<file path="src/rtl/mult_share_arbiter.sv">
// Round-robin arbiter sharing one pipelined 4x4 multiplier among NREQ requesters.
// Optional MULT_SHARE_ARB_STATS_EN adds op_count/stall_count statistics outputs.
module mult_share_arbiter #(
    parameter int NREQ = 4,
    parameter int LAT  = 2
) (
    input  logic                clock,
    input  logic                reset,
    input  logic [NREQ-1:0]     req,
    input  logic [4*NREQ-1:0]   req_x,
    input  logic [4*NREQ-1:0]   req_y,
    input  logic                hold,
    output logic [NREQ-1:0]     gnt,
    output logic [NREQ-1:0]     rsp_valid,
    output logic [7:0]          rsp_z,
    output logic                busy,
    output logic [3:0]          mul_x,
    output logic [3:0]          mul_y,
    output logic                mul_enable,
`ifdef MULT_SHARE_ARB_STATS_EN
    output logic [15:0]         op_count,
    output logic [15:0]         stall_count,
`endif
    input  logic [7:0]          mul_z
);

    localparam int PW = (NREQ > 1) ? $clog2(NREQ) : 1;

    typedef enum logic [1:0] {
        ST_IDLE  = 2'd0,
        ST_RUN   = 2'd1,
        ST_DRAIN = 2'd2
    } state_t;

    state_t          state_r;
    logic [PW-1:0]   ptr_r;
    logic [LAT-1:0]  tag_v_r;
    logic [PW-1:0]   tag_id_r [LAT];

    logic            issue_s;
    logic [PW-1:0]   sel_s;
    logic            pending_s;
    logic [3:0]      xa_s [NREQ];
    logic [3:0]      ya_s [NREQ];

    function automatic logic [PW-1:0] wrap_inc(input logic [PW-1:0] p);
        if (int'(p) == NREQ - 1) begin
            return '0;
        end else begin
            return p + PW'(1);
        end
    endfunction

    for (genvar g = 0; g < NREQ; g++) begin : g_ops
        assign xa_s[g] = req_x[4*g +: 4];
        assign ya_s[g] = req_y[4*g +: 4];
    end

    // Round-robin search from the pointer; the grant is combinational so the issue lands in the request cycle.
    always_comb begin
        logic [PW-1:0] idx_s;
        issue_s = 1'b0;
        sel_s   = '0;
        idx_s   = '0;
        for (int k = 0; k < NREQ; k++) begin
            idx_s = PW'((int'(ptr_r) + k) % NREQ);
            if (!issue_s && req[idx_s]) begin
                issue_s = 1'b1;
                sel_s   = idx_s;
            end else begin
                issue_s = issue_s;
            end
        end
        if (hold || !reset) begin
            issue_s = 1'b0;
        end else begin
            issue_s = issue_s;
        end
    end

    // Grant pulse and operand steering to the multiplier.
    always_comb begin
        gnt   = '0;
        mul_x = 4'd0;
        mul_y = 4'd0;
        if (issue_s) begin
            gnt[sel_s] = 1'b1;
            mul_x      = xa_s[sel_s];
            mul_y      = ya_s[sel_s];
        end else begin
            gnt = '0;
        end
    end

    // Products still travelling inside the multiplier need its enable to keep loading.
    always_comb begin
        pending_s = 1'b0;
        for (int k = 0; k < LAT - 1; k++) begin
            pending_s = pending_s | tag_v_r[k];
        end
    end

    assign mul_enable = issue_s | pending_s;
    assign busy       = (state_r != ST_IDLE);

    // Response routing from the last tag stage.
    always_comb begin
        rsp_valid = '0;
        rsp_z     = 8'd0;
        if (tag_v_r[LAT-1]) begin
            rsp_valid[tag_id_r[LAT-1]] = 1'b1;
            rsp_z                      = mul_z;
        end else begin
            rsp_z = 8'd0;
        end
    end

    // FSM, round-robin pointer and tag pipeline.
    always_ff @(posedge clock or negedge reset) begin
        if (!reset) begin
            state_r <= ST_IDLE;
            ptr_r   <= '0;
            tag_v_r <= '0;
            for (int k = 0; k < LAT; k++) begin
                tag_id_r[k] <= '0;
            end
        end else begin
            tag_v_r[0]  <= issue_s;
            tag_id_r[0] <= sel_s;
            for (int k = 1; k < LAT; k++) begin
                tag_v_r[k]  <= tag_v_r[k-1];
                tag_id_r[k] <= tag_id_r[k-1];
            end
            if (issue_s) begin
                ptr_r <= wrap_inc(sel_s);
            end else begin
                ptr_r <= ptr_r;
            end
            case (state_r)
                ST_IDLE:  state_r <= issue_s ? ST_RUN : ST_IDLE;
                ST_RUN,
                ST_DRAIN: state_r <= issue_s ? ST_RUN : (pending_s ? ST_DRAIN : ST_IDLE);
                default:  state_r <= ST_IDLE;
            endcase
        end
    end

`ifdef MULT_SHARE_ARB_STATS_EN
    // Saturating grant and stall counters.
    always_ff @(posedge clock or negedge reset) begin
        if (!reset) begin
            op_count    <= 16'd0;
            stall_count <= 16'd0;
        end else begin
            if (issue_s && (op_count != 16'hFFFF)) begin
                op_count <= op_count + 16'd1;
            end else begin
                op_count <= op_count;
            end
            if ((|req) && !issue_s && (stall_count != 16'hFFFF)) begin
                stall_count <= stall_count + 16'd1;
            end else begin
                stall_count <= stall_count;
            end
        end
    end
`endif

endmodule

</file>
<file path="config.mk">
export PLATFORM = sky130hd
export DESIGN_NAME = mult_share_arbiter
export DESIGN_NICKNAME = d
export VERILOG_FILES = /design/src/rtl/mult_share_arbiter.sv
export SDC_FILE = /design/constraint.sdc
export NUM_CORES = 1
export LEC_CHECK = 0
export CAP_MARGIN = 10
export CORE_MARGIN = 5
export CORE_UTILIZATION = 31
export DETAILED_ROUTE_END_ITERATION = 6
export GPL_TIMING_DRIVEN = 0
export PLACE_DENSITY = 0.84
export SLEW_MARGIN = 20
export SYNTH_ARGS = -nofsm -noshare
export SYNTH_HDL_FRONTEND = slang
export SYNTH_SLANG_ARGS = --single-unit
</file>
<file path="constraint.sdc">
create_clock -name clock -period 2.4 [get_ports clock]
set_input_delay 0.48 -clock clock [delete_from_list [all_inputs] [get_ports clock]]
set_output_delay 0.48 -clock clock [all_outputs]
set_load 0.02 [all_outputs]
</file>
==> reports/qor.txt, run 1 <==
run status - completed
Syn-to-layout area delta - 112%
CTS clock-pin slew for the worst setup and hold paths - 70 ps
Die Height - 61.8 µm
Worst Tran Pin Value - 320 ps
clk root buf - clkbuf_4
Max rail drop VDD - 347 µV
dominant cell type by area after synthesis - dfrtp_1
Synth async-reset ratio - 1.00
Clock Latency Late Sink - 260 ps
total track usage - 0.154
via/cell ratio - 5.04
Final min period - 2380 ps
first-pass GRT wire length - 4420 µm
Hold Slack - 168 ps
Synth cell types - 26
num ports - 73
Synth top area share - 0.300
H-tree Lvls - 1
final setup fails - 0
total power - 974 µW
CTS Hold Buffers Added - 0
register area share after synthesis - 0.300
post-route core utilization - 0.701
vias in the first global route - 1064
hold crit path type - input pin to asynchronous set/reset pin
DRT Pass-1 Iters - 4
synthesized flop and latch total - 10
PortBufs - 72
gpl congestion - 0.744
Yosys warnings - 0
initial antenna violation count - 0
placed wire-length estimate - 2530 µm
GRT Residual Overflow - 0
Lkg Pwr - 0.833 nW
fmax - 420 MHz
Num CTS Buffers - 3
ranking of synthesized cells by area - dfrtp_1 30%, mux2i_1 19%, and2_1 9.0%
die width - 61.8 µm
Synth Net Count - 145
Post-synth EDFFs - 0
Power Density - 551 mW/mm²
cell area after synthesis - 833 µm²
final hold violations - 0
Worst Path Max Fanout - 5
ys flop type - dfrtp_1
most frequent cell after synthesis - mux2i_1
Clock Sinks - 10
kind of critical path - register to primary output
die area - 0.00382 mm²
CP Capture Type - primary output
num rows - 18
share of cells above drive strength 1 - 0.263
Core Area - 0.00252 mm²
critical path startpoint category - register
clock skew - 6.45 ps
number of max-cap violations - 0
Syn Area/Cell - 9.06 µm²
Synth top cells by count - 16 x mux2i_1, 12 x and2_1, 10 x dfrtp_1
CTS max path bufs - 2
normalized max-slew margin - 0.785
RSZ-0062 raised after global routing - yes
CP required - 1920 ps
wire per inst - 14.9 µm
post-route ant nets - 0
largest net degree at the start of global routing - 12
DRC - 0
CTS tree - done
vias - 1034
CP arrival - 1900 ps
ant diodes - 0
crit share post-route - 0.993
initial DRC count - 21
nets - 229
Slew Viols, Final - 0
Mapped Cells - 92
initial core utilization - 0.330
Post-Route WL - 3050 µm
[final cells by class]
class,instances,area [µm²]
inverter,6,25.0
tap,30,37.5
timing repair buffer,79,774
multi-input combinational,72,604
fill,201,754
buffer,4,40.0
sequential,10,250
clock buffer,4,36.3
[cells by family after synthesis]
| logic type | count (synthesis) | synth area share |
|---|---|---|
| mux | 16 | 0.192 |
| buf+inv | 10 | 0.0646 |
| flops | 10 | 0.300 |
| compound gates | 15 | 0.116 |
| fa+ha+maj | 6 | 0.0901 |
| simple gates | 35 | 0.237 |
[per-stage QoR]
| step | setup slack, ps | cells | area (µm²) | setup TNS [ps] |
|---|---|---|---|---|
| after floorplan | 295 | 92 | 833 | 0 |
| after global placement | -1010 | 194 | 1590 | -11940 |
| after detailed placement | -1050 | 194 | 1590 | -12520 |
| after CTS | -14.1 | 201 | 1620 | -14.1 |
| after global routing | -89.3 | 205 | 1770 | -592 |
| final | 16.5 | 205 | 1770 | 0 |
[state kept, by name, indices dropped and copies added (netlist names)]
name and cells:
tag_id_r 4, ptr_r 2, tag_v_r 2, state_r 2
[where the power goes]
part / total (mW) / internal [mW] / switching (mW)
Combinational: 0.593 / 0.336 / 0.257
Sequential: 0.231 / 0.203 / 0.0276
Clock: 0.151 / 0.0919 / 0.0588
[what timing repair did]
| action | 4_1_cts | 5_1_grt |
|---|---|---|
| setup buffers | 3 | 3 |
| pin swaps | 3 | 6 |
| resized for setup | 74 | 27 |
| cloned | 0 | 1 |
| endpoints found under the setup margin | 13 | 12 |
[placed cells by master, fill, tap and decap left out, types with 2 or more instances in the layout]
cell,count
clkbuf_4,3
ha_2,2
nand2_2,2
buf_4,11
nand2_1,5
mux2i_1,15
and2_1,8
clkdlybuf4s15_2,2
nor2_1,3
buf_2,3
ha_1,3
nor3b_1,2
o21ai_0,2
buf_6,7
clkdlybuf4s50_1,54
inv_1,5
o22ai_1,7
and3b_1,2
dfrtp_1,10
and2_4,4
dlygate4sd2_1,3
[worst paths after layout]
kind | from | endpoint | slack [ps] | depth (start not counted)
max | ptr_r[0]$_DFFE_PN0P_ | mul_x[0] | 20 | 8
min | reset | state_r[1]$_DFF_PN0_ | 170 | 1
max reg2reg | ptr_r[0]$_DFFE_PN0P_ | ptr_r[1]$_DFFE_PN0P_ | 740 | 9
min reg2reg | tag_id_r[2]$_DFF_PN0_ | tag_id_r[0]$_DFF_PN0_ | 350 | 0
max in group asynchronous | reset | tag_v_r[1]$_DFF_PN0_ | 2020 | 1
min in group clock | tag_id_r[2]$_DFF_PN0_ | tag_id_r[0]$_DFF_PN0_ | 350 | 0
[worst max-delay path, stage by stage, from the launching register on]
cell,delay [ps]
dfrtp_1,410
and3b_1,200
a31oi_1,160
nand3_1,110
buf_6,160
clkbuf_16,150
mux2i_1,190
o22ai_2,90
buf_2,170
[routing by layer]
layer | track usage | vias to the layer above | wire length [µm]
li1 | - | 490 | -
met1 | 0.144 | 460 | 994
met2 | 0.293 | 78 | 1480
met3 | 0.0723 | 6 | 516
met4 | 0.0515 | 0 | 61
met5 | 0 | - | 0
(Power assumes the default switching activity.)
==> run 2: changes to the inputs <==
- CELL_PAD_IN_SITES_DETAIL_PLACEMENT: not set -> 2
- CELL_PAD_IN_SITES_GLOBAL_PLACEMENT: not set -> 2
- CORE_UTILIZATION: 31 -> 15
- PLACE_DENSITY: 0.84 -> 0.81
==> reports/qor.txt, run 2 (synthesized netlist as in run 1, its figures left out) <==
Fill cells - 621 (was 201)
Max rail drop VDD - 154 µV (was 347 µV)
Syn-to-layout area delta - 117% (was 112%)
vias - 1031 (was 1034)
die area - 0.00715 mm² (was 0.00382 mm²)
CTS tree - done (unchanged)
post-route ant nets - 0 (unchanged)
Top reg by flops - tag_id_r (unchanged)
CP Capture Type - primary output (unchanged)
num rows - 27 (was 18)
final setup fails - 0 (unchanged)
H-tree Lvls - 1 (unchanged)
commonest non-fill, non-tap cell in the layout - clkdlybuf4s50_1 (unchanged)
DRC - 0 (unchanged)
worst reg2reg path startpoint - ptr_r[1]$_DFFE_PN0P_ (was ptr_r[0]$_DFFE_PN0P_)
normalized max-slew margin - 0.773 (was 0.785)
sequential share of power - 0.240 (was 0.237)
die width - 84.5 µm (was 61.8 µm)
Final min period - 2340 ps (was 2380 ps)
ant diodes - 0 (unchanged)
run status - completed (unchanged)
initial core utilization - 0.153 (was 0.330)
placed insts - 236 (was 194)
Hold Slack - 204 ps (was 168 ps)
share of cells above drive strength 1 - 0.263 (about the same)
Net Sw Frac - 0.343 (was 0.353)
DRT Pass-1 Iters - 2 (was 4)
fin cells - 251 (was 205)
PortBufs - 72 (unchanged)
first-pass GRT wire length - 5150 µm (was 4420 µm)
kind of critical path - register to primary output (unchanged)
nets - 234 (was 229)
number of max-cap violations - 0 (unchanged)
Clock Latency Late Sink - 230 ps (was 260 ps)
CTS max path bufs - 2 (unchanged)
GRT Residual Overflow - 0 (unchanged)
fmax - 427 MHz (was 420 MHz)
Worst Path Max Fanout - 5 (unchanged)
Post-Route WL - 3360 µm (was 3050 µm)
num ports - 73 (unchanged)
hold crit path type - input pin to asynchronous set/reset pin (unchanged)
Clock Sinks - 10 (unchanged)
initial DRC count - 21 (unchanged)
Pint - 638 µW (was 631 µW)
gpl congestion - 0.709 (was 0.744)
CTS clock-pin slew for the worst setup and hold paths - 40 ps (was 70 ps)
most frequent cells in the layout - 54 x clkdlybuf4s50_1, 17 x buf_4, 14 x mux2i_1, 11 x and2_1, 10 x dfrtp_1 (was 54 x clkdlybuf4s50_1, 15 x mux2i_1, 11 x buf_4, 10 x dfrtp_1, 8 x and2_1)
via/cell ratio - 4.11 (was 5.04)
total track usage - 0.0880 (was 0.154)
clock skew - 2.11 ps (was 6.45 ps)
post-route core utilization - 0.333 (was 0.701)
Reg2Reg Depth - 9 (unchanged)
placed wire-length estimate - 2720 µm (was 2530 µm)
critical path startpoint category - register (unchanged)
RSZ-0062 raised after global routing - yes (unchanged)
Worst Tran Pin Value - 338 ps (was 320 ps)
clk root buf - clkbuf_8 (was clkbuf_4)
Gate power share - 0.590 (was 0.609)
Num CTS Buffers - 3 (unchanged)
final hold violations - 0 (unchanged)
R2R setup slack - 670 ps (was 740 ps)
crit share post-route - 0.976 (was 0.993)
largest net degree at the start of global routing - 12 (unchanged)
Slew Viols, Final - 0 (unchanged)
wire per inst - 13.4 µm (was 14.9 µm)
FF-to-FF End - ptr_r[1]$_DFFE_PN0P_ (unchanged)
CP arrival - 1860 ps (was 1900 ps)
max reg flops - 4 (unchanged)
total power - 971 µW (was 974 µW)
Core Area - 0.00544 mm² (was 0.00252 mm²)
Die Height - 84.5 µm (was 61.8 µm)
CP required - 1920 ps (about the same)
Power Density - 537 mW/mm² (was 551 mW/mm²)
Lkg Pwr - 0.844 nW (was 0.833 nW)
Clk pwr share - 0.170 (was 0.155)
Psw - 333 µW (was 344 µW)
vias in the first global route - 1099 (was 1064)
initial antenna violation count - 0 (unchanged)
run 2: per-stage QoR:
step                setup TNS [ps]  setup WS, ps  cell area (µm²)
floorplan                        0           295              833
global placement            -12430         -1090             1640
detailed placement          -13320         -1150             1640
CTS                          -42.6         -24.6             1750
global route                  -791         -82.4             1810
finish                           0          58.0             1810
run 2: cell type report:
cell class,instances,area (µm²),share of cell area
Tap cell,72,90.1,0.0498
Sequential cell,10,250,0.138
Timing Repair Buffer,84,790,0.436
Clock buffer,3,41.3,0.0228
Multi-Input combinational cell,72,576,0.318
Inverter,6,22.5,0.0124
Buffer,4,40.0,0.0221
run 2: critical path: stages (launching register included):
cell	delay [ps]
dfrtp_1	420
nand2b_1	170
a21o_1	170
o211a_1	150
buf_4	150
buf_4	120
ha_1	170
and2_1	140
buf_6	130
run 2: power groups by stage:
stage	logic, mW	clock network [mW]	registers (mW)
finish	0.573	0.165	0.233
global route	0.622	0.179	0.239
CTS	0.521	0.168	0.234
detailed placement	0.468	0	0.235
global placement	0.460	0	0.232
floorplan	0.265	0	0.225
run 2: metal layers:
layer | wire (µm) | vias up | track usage
met1 | 1250 | 471 | 0.0881
met5 | 0 | - | 0
met3 | 458 | 2 | 0.0373
met4 | 22 | 0 | 0.0259
li1 | - | 496 | -
met2 | 1630 | 62 | 0.164
run 2: worst max path at each step:
stage                         startpoint       end  slack (ps)  cells after the start
detailed placement                 reset  mul_y[2]       -1150                      5
global route        ptr_r[1]$_DFFE_PN0P_    gnt[3]         -80                      9
finish              ptr_r[1]$_DFFE_PN0P_    gnt[1]          60                      8
global placement                   reset  mul_y[2]       -1090                      5
CTS                               req[2]  mul_x[2]         -20                      8
floorplan                         req[1]  mul_x[1]         300                      7
run 2: timing repair:
action	in CTS	in global routing
hold buffers	0	0
setup endpoints to repair	13	13
pin swaps	5	6
gates resized for setup	74	24
setup buffers	9	3
==> run 3: changes to the inputs <==
- CORE_MARGIN: 5 -> not set
- CTS_CLUSTER_SIZE: not set -> 40
==> reports/qor.txt, run 3 (synthesized netlist as in run 1, its figures left out) <==
run status - completed (unchanged)
DRT Pass-1 Iters - 2 (unchanged)
Worst Path Max Fanout - 5 (unchanged)
initial antenna violation count - 0 (unchanged)
largest net degree at the start of global routing - 12 (unchanged)
CP required - 1920 ps (about the same)
CTS max path bufs - 2 (unchanged)
ant diodes - 0 (unchanged)
crit share post-route - 0.985 (was 0.976)
max reg flops - 4 (unchanged)
Clock Sinks - 10 (unchanged)
Post-Route WL - 3100 µm (was 3360 µm)
vias in the first global route - 1135 (was 1099)
initial core utilization - 0.159 (was 0.153)
wire per inst - 12.7 µm (was 13.4 µm)
design area - 0.00173 mm² (was 0.00181 mm²)
Final min period - 2360 ps (was 2340 ps)
clock skew - 3.75 ps (was 2.11 ps)
critical path startpoint category - input pin (was register)
vias - 1040 (was 1031)
CP Capture Type - primary output (unchanged)
CTS clock-pin slew for the worst setup and hold paths - 50 ps (was 40 ps)
Worst Tran Pin Value - 337 ps (was 338 ps)
H-tree Lvls - 1 (unchanged)
gpl congestion - 0.637 (was 0.709)
die width - 76.5 µm (was 84.5 µm)
num ports - 73 (unchanged)
via/cell ratio - 4.24 (was 4.11)
nets - 229 (was 234)
Core Area - 0.00524 mm² (was 0.00544 mm²)
placed wire-length estimate - 2460 µm (was 2720 µm)
Num CTS Buffers - 3 (unchanged)
hold crit path type - input pin to asynchronous set/reset pin (unchanged)
Max rail drop VDD - 160 µV (was 154 µV)
Top reg by flops - tag_id_r (unchanged)
Syn-to-layout area delta - 108% (was 117%)
Lkg Pwr - 0.816 nW (was 0.844 nW)
final hold violations - 0 (unchanged)
fmax - 423 MHz (was 427 MHz)
die area - 0.00586 mm² (was 0.00715 mm²)
Power Density - 555 mW/mm² (was 537 mW/mm²)
commonest non-fill, non-tap cell in the layout - clkdlybuf4s50_1 (unchanged)
RSZ-0062 raised after global routing - yes (unchanged)
kind of critical path - input pin to primary output (was register to primary output)
total track usage - 0.111 (was 0.0880)
post-route ant nets - 0 (unchanged)
most frequent cells in the layout - 54 x clkdlybuf4s50_1, 16 x mux2i_1, 11 x buf_4, 11 x and2_1, 10 x dfrtp_1 (was 54 x clkdlybuf4s50_1, 17 x buf_4, 14 x mux2i_1, 11 x and2_1, 10 x dfrtp_1)
post-route core utilization - 0.331 (was 0.333)
Slew Viols, Final - 0 (unchanged)
share of cells above drive strength 1 - 0.223 (was 0.263)
CTS tree - done (unchanged)
DP Area - 0.00164 mm² (about the same)
CP arrival - 1880 ps (was 1860 ps)
clk root buf - clkbuf_8 (unchanged)
GRT Residual Overflow - 0 (unchanged)
PortBufs - 72 (unchanged)
number of max-cap violations - 0 (unchanged)
Die Height - 76.5 µm (was 84.5 µm)
num rows - 26 (was 27)
initial DRC count - 14 (was 21)
DRC - 0 (unchanged)
Clock Latency Late Sink - 240 ps (was 230 ps)
normalized max-slew margin - 0.774 (was 0.773)
first-pass GRT wire length - 5220 µm (was 5150 µm)
final setup fails - 0 (unchanged)
[run 3: timing repair]
item                                    in CTS  in global routing
pin swaps                                    4                  2
hold buffers                                 0                  0
cloned                                       1                  0
gates resized for setup                     75                  7
endpoints found under the setup margin      13                 13
buffers inserted                             3                  3
[run 3: worst paths after layout]
path / to / start / slack [ps] / cells past startpoint
min: tag_id_r[0]$_DFF_PN0_ / reset / 190 / 1
max in group asynchronous: state_r[0]$_DFF_PN0_ / reset / 1990 / 1
max: mul_enable / req[0] / 40 / 5
min in group clock: tag_id_r[1]$_DFF_PN0_ / tag_id_r[3]$_DFF_PN0_ / 340 / 0
min reg2reg: tag_id_r[1]$_DFF_PN0_ / tag_id_r[3]$_DFF_PN0_ / 340 / 0
max reg2reg: ptr_r[1]$_DFFE_PN0P_ / ptr_r[0]$_DFFE_PN0P_ / 720 / 9
[run 3: area by class of cell]
type | instances | area, µm²
well taps | 70 | 87.6
flip-flops and latches | 10 | 250
clock buffers | 4 | 55.1
multi-input cells | 73 | 561
plain buffers | 4 | 37.5
fillers | 598 | 3500
inverters | 6 | 22.5
repair buffers | 78 | 721
[run 3: worst max-delay path: stages]
cell and delay [ps]:
dlygate4sd2_1 280, nor4_2 390, nor3b_4 120, or2_2 280, dlygate4sd2_1 330
[run 3: report_power, final]
part	leakage, nW	switching (mW)	internal (mW)
Clock	0.0288	0.0689	0.144
Combinational	0.663	0.234	0.283
Sequential	0.124	0.0295	0.204
[run 3: metal layers]
| layer | global-route usage | share of wire | wire length, µm | vias to the layer above |
|---|---|---|---|---|
| met1 | 0.117 | 0.39 | 1200 | 481 |
| met4 | 0.0577 | 0.021 | 66 | 0 |
| li1 | - | - | - | 487 |
| met5 | 0 | 0 | 0 | - |
| met2 | 0.197 | 0.50 | 1540 | 66 |
| met3 | 0.0359 | 0.095 | 295 | 6 |
[run 3: per-stage QoR]
stage | hold slack, ps | cells | worst slack (ps) | total power [mW] | setup TNS [ps]
final | 195 | 245 | 36.8 | 0.963 | 0
after global routing | 217 | 245 | -47.4 | 1.03 | -292
after CTS | 204 | 242 | 3.86 | 0.953 | 0
after detailed placement | 339 | 234 | -1150 | 0.705 | -13430
after global placement | 334 | 234 | -1110 | 0.691 | -12900
after floorplan | 184 | 92 | 295 | 0.490 | 0
==> RTL change, RTL diff (config.mk and constraints of run 3) <==
Build with the macro `MULT_SHARE_ARB_STATS_EN` defined.
--- a/src/rtl/mult_share_arbiter.sv
+++ b/src/rtl/mult_share_arbiter.sv
@@ -1,4 +1,6 @@
 // Round-robin arbiter sharing one pipelined 4x4 multiplier among NREQ requesters.
 // Optional MULT_SHARE_ARB_STATS_EN adds op_count/stall_count statistics outputs.
+`define MULT_SHARE_ARB_STATS_EN
+
 module mult_share_arbiter #(
     parameter int NREQ = 4,
Formal check against the unedited RTL (old outputs only; new: op_count and stall_count): equivalent (equiv_simple and equiv_induct, registers matched by name and starting in step).
==> RTL change against run 3 <==
The flow now finishes with violations (negative setup slack); first-iteration DRC count grew to 5.7 times the old value; area after synthesis grew to 2.8 times the old value; cell area grew 140%; count of clock-buffer cells in the layout grew 2; worst setup slack lost 0.085 ns; synthesized cell count grew 150%; cell count grew 130%; sequential cell count grew 32; combinational power grew to 2.9 times the old value; routed wire length grew to 2.6 times the old value; via count grew 120%; maximum frequency shrank 3.5%; power grew to 3.4 times the old value.
==> RTL change: results (changes against run 3) <==
- Filler Cells Inserted: 1,698 (+180%)
- Final setup vio count: 8 (+8)
* Slowest cell delay on critical path: 0.44 ns (+0.05 ns)
- Critical-path cell with the highest stage delay: sky130_fd_sc_hd__dfrtp_2
- In this run the worst setup path terminates at mul_x[0].
* Worst IR Drop VDD: 0.000265 V (+66%)
- The half-perimeter wire length after placement is 6190 um (+150%).
- Compound-gate portion of the synthesized area: 7.86% (-3.7 points)
- Outcome: finished with violations
* Arrival time of data at the critical path endpoint: 1.97 ns (+0.09 ns)
- The net count after synthesis is 282 (+94%).
* Count of buffers inserted at the top-level ports: 104 (+44%)
- The slew at the pin with the worst max-slew slack was 0.705 ns (+0.368 ns).
* First-pass detailed-route iteration total: 4 (+2)
* Global-route met3 utilization: 2.89% (-0.70 points)
- Clk. pwr: 0.697 mW (+230%)
* Clk root buf: sky130_fd_sc_hd__clkbuf_16
* Mux contribution to synthesized area: 9.78% (-9.4 points)
* Iteration-0 DRC count of the detailed router: 80 (+66)
* Number of vias per cell after detailed routing: 4.01 (-5.5%)
- The number of buffers added by the clock tree synthesis step is 5 (+2).
- The depth of the worst register-to-register path came to 4 (-5).
- Vias in the first global route: 2,528 (+120%)
- Leakage power: 1.68 nW (+110%)
- Proportion of layout cells with a drive suffix above 1: 23.0% (+0.73 points)
- The maximum level of the CTS H-tree is 2 (+1).
* Largest net degree at the start of global routing: 29 (+17)
- The power share of the combinational group was 45.8% (-7.8 points).
* Clock skew: 0.00695 ns (+0.00319 ns)
- Failing checks: negative setup slack
- The post-synthesis cell type count came to 37 (+42%).
* Min setup slack post-route: -0.0482 ns (-0.0850 ns)
- The sequential area share after synthesis came to 44.6% (+15 points).
- The startpoint identified for the worst register-to-register timing path is stall_count[11]$_DFFE_PN0P_.
- The xor and xnor fraction of the mapped netlist area was 9.67% (+9.7 points).
- The largest fanout on the critical path came to 8 (+3).
- The wire length of the first global-routing pass was 13,300 um (+160%).
* Global-route track usage on met2: 20.8% (+1.0 points)
- Overall fraction of global-route tracks in use: 10.6% (-0.56 points)
[RTL change: timing repair]
item,CTS,global route
pin swaps,11,4
endpoints found under the setup margin,17,13
setup buffers,12,1
gates cloned,0,1
resized for setup,134,9
[RTL change: through the flow]
stage          std cells  setup TNS (ns)  cell area [um^2]  power [mW]
2_1_floorplan        227               0              2350        1.66
3_3_place_gp         542          -96.82              3660        2.18
3_5_place_dp         543          -19.96              3670        2.25
4_1_cts              561          -0.328              4140        3.26
5_1_grt              563           -1.48              4190        3.47
6_report             563          -0.148              4190        3.26
[RTL change: metal layers]
metal | routed length [um] | up-vias
met5 | 0 | -
met4 | 150 | 0
met3 | 528 | 10
met2 | 4540 | 79
met1 | 3000 | 1116
li1 | - | 1053
[RTL change: area by class of cell]
class	instances	area, um^2	share of cell area (%)
clock buffers	6	139	3.32
plain buffers	3	35.0	0.837
flip-flops and latches	42	1050	25.1
multi-input cells	170	1450	34.7
repair buffers	118	1190	28.5
inverters	11	41.3	0.986
clock inverters	2	12.5	0.299
well taps	211	264	6.30
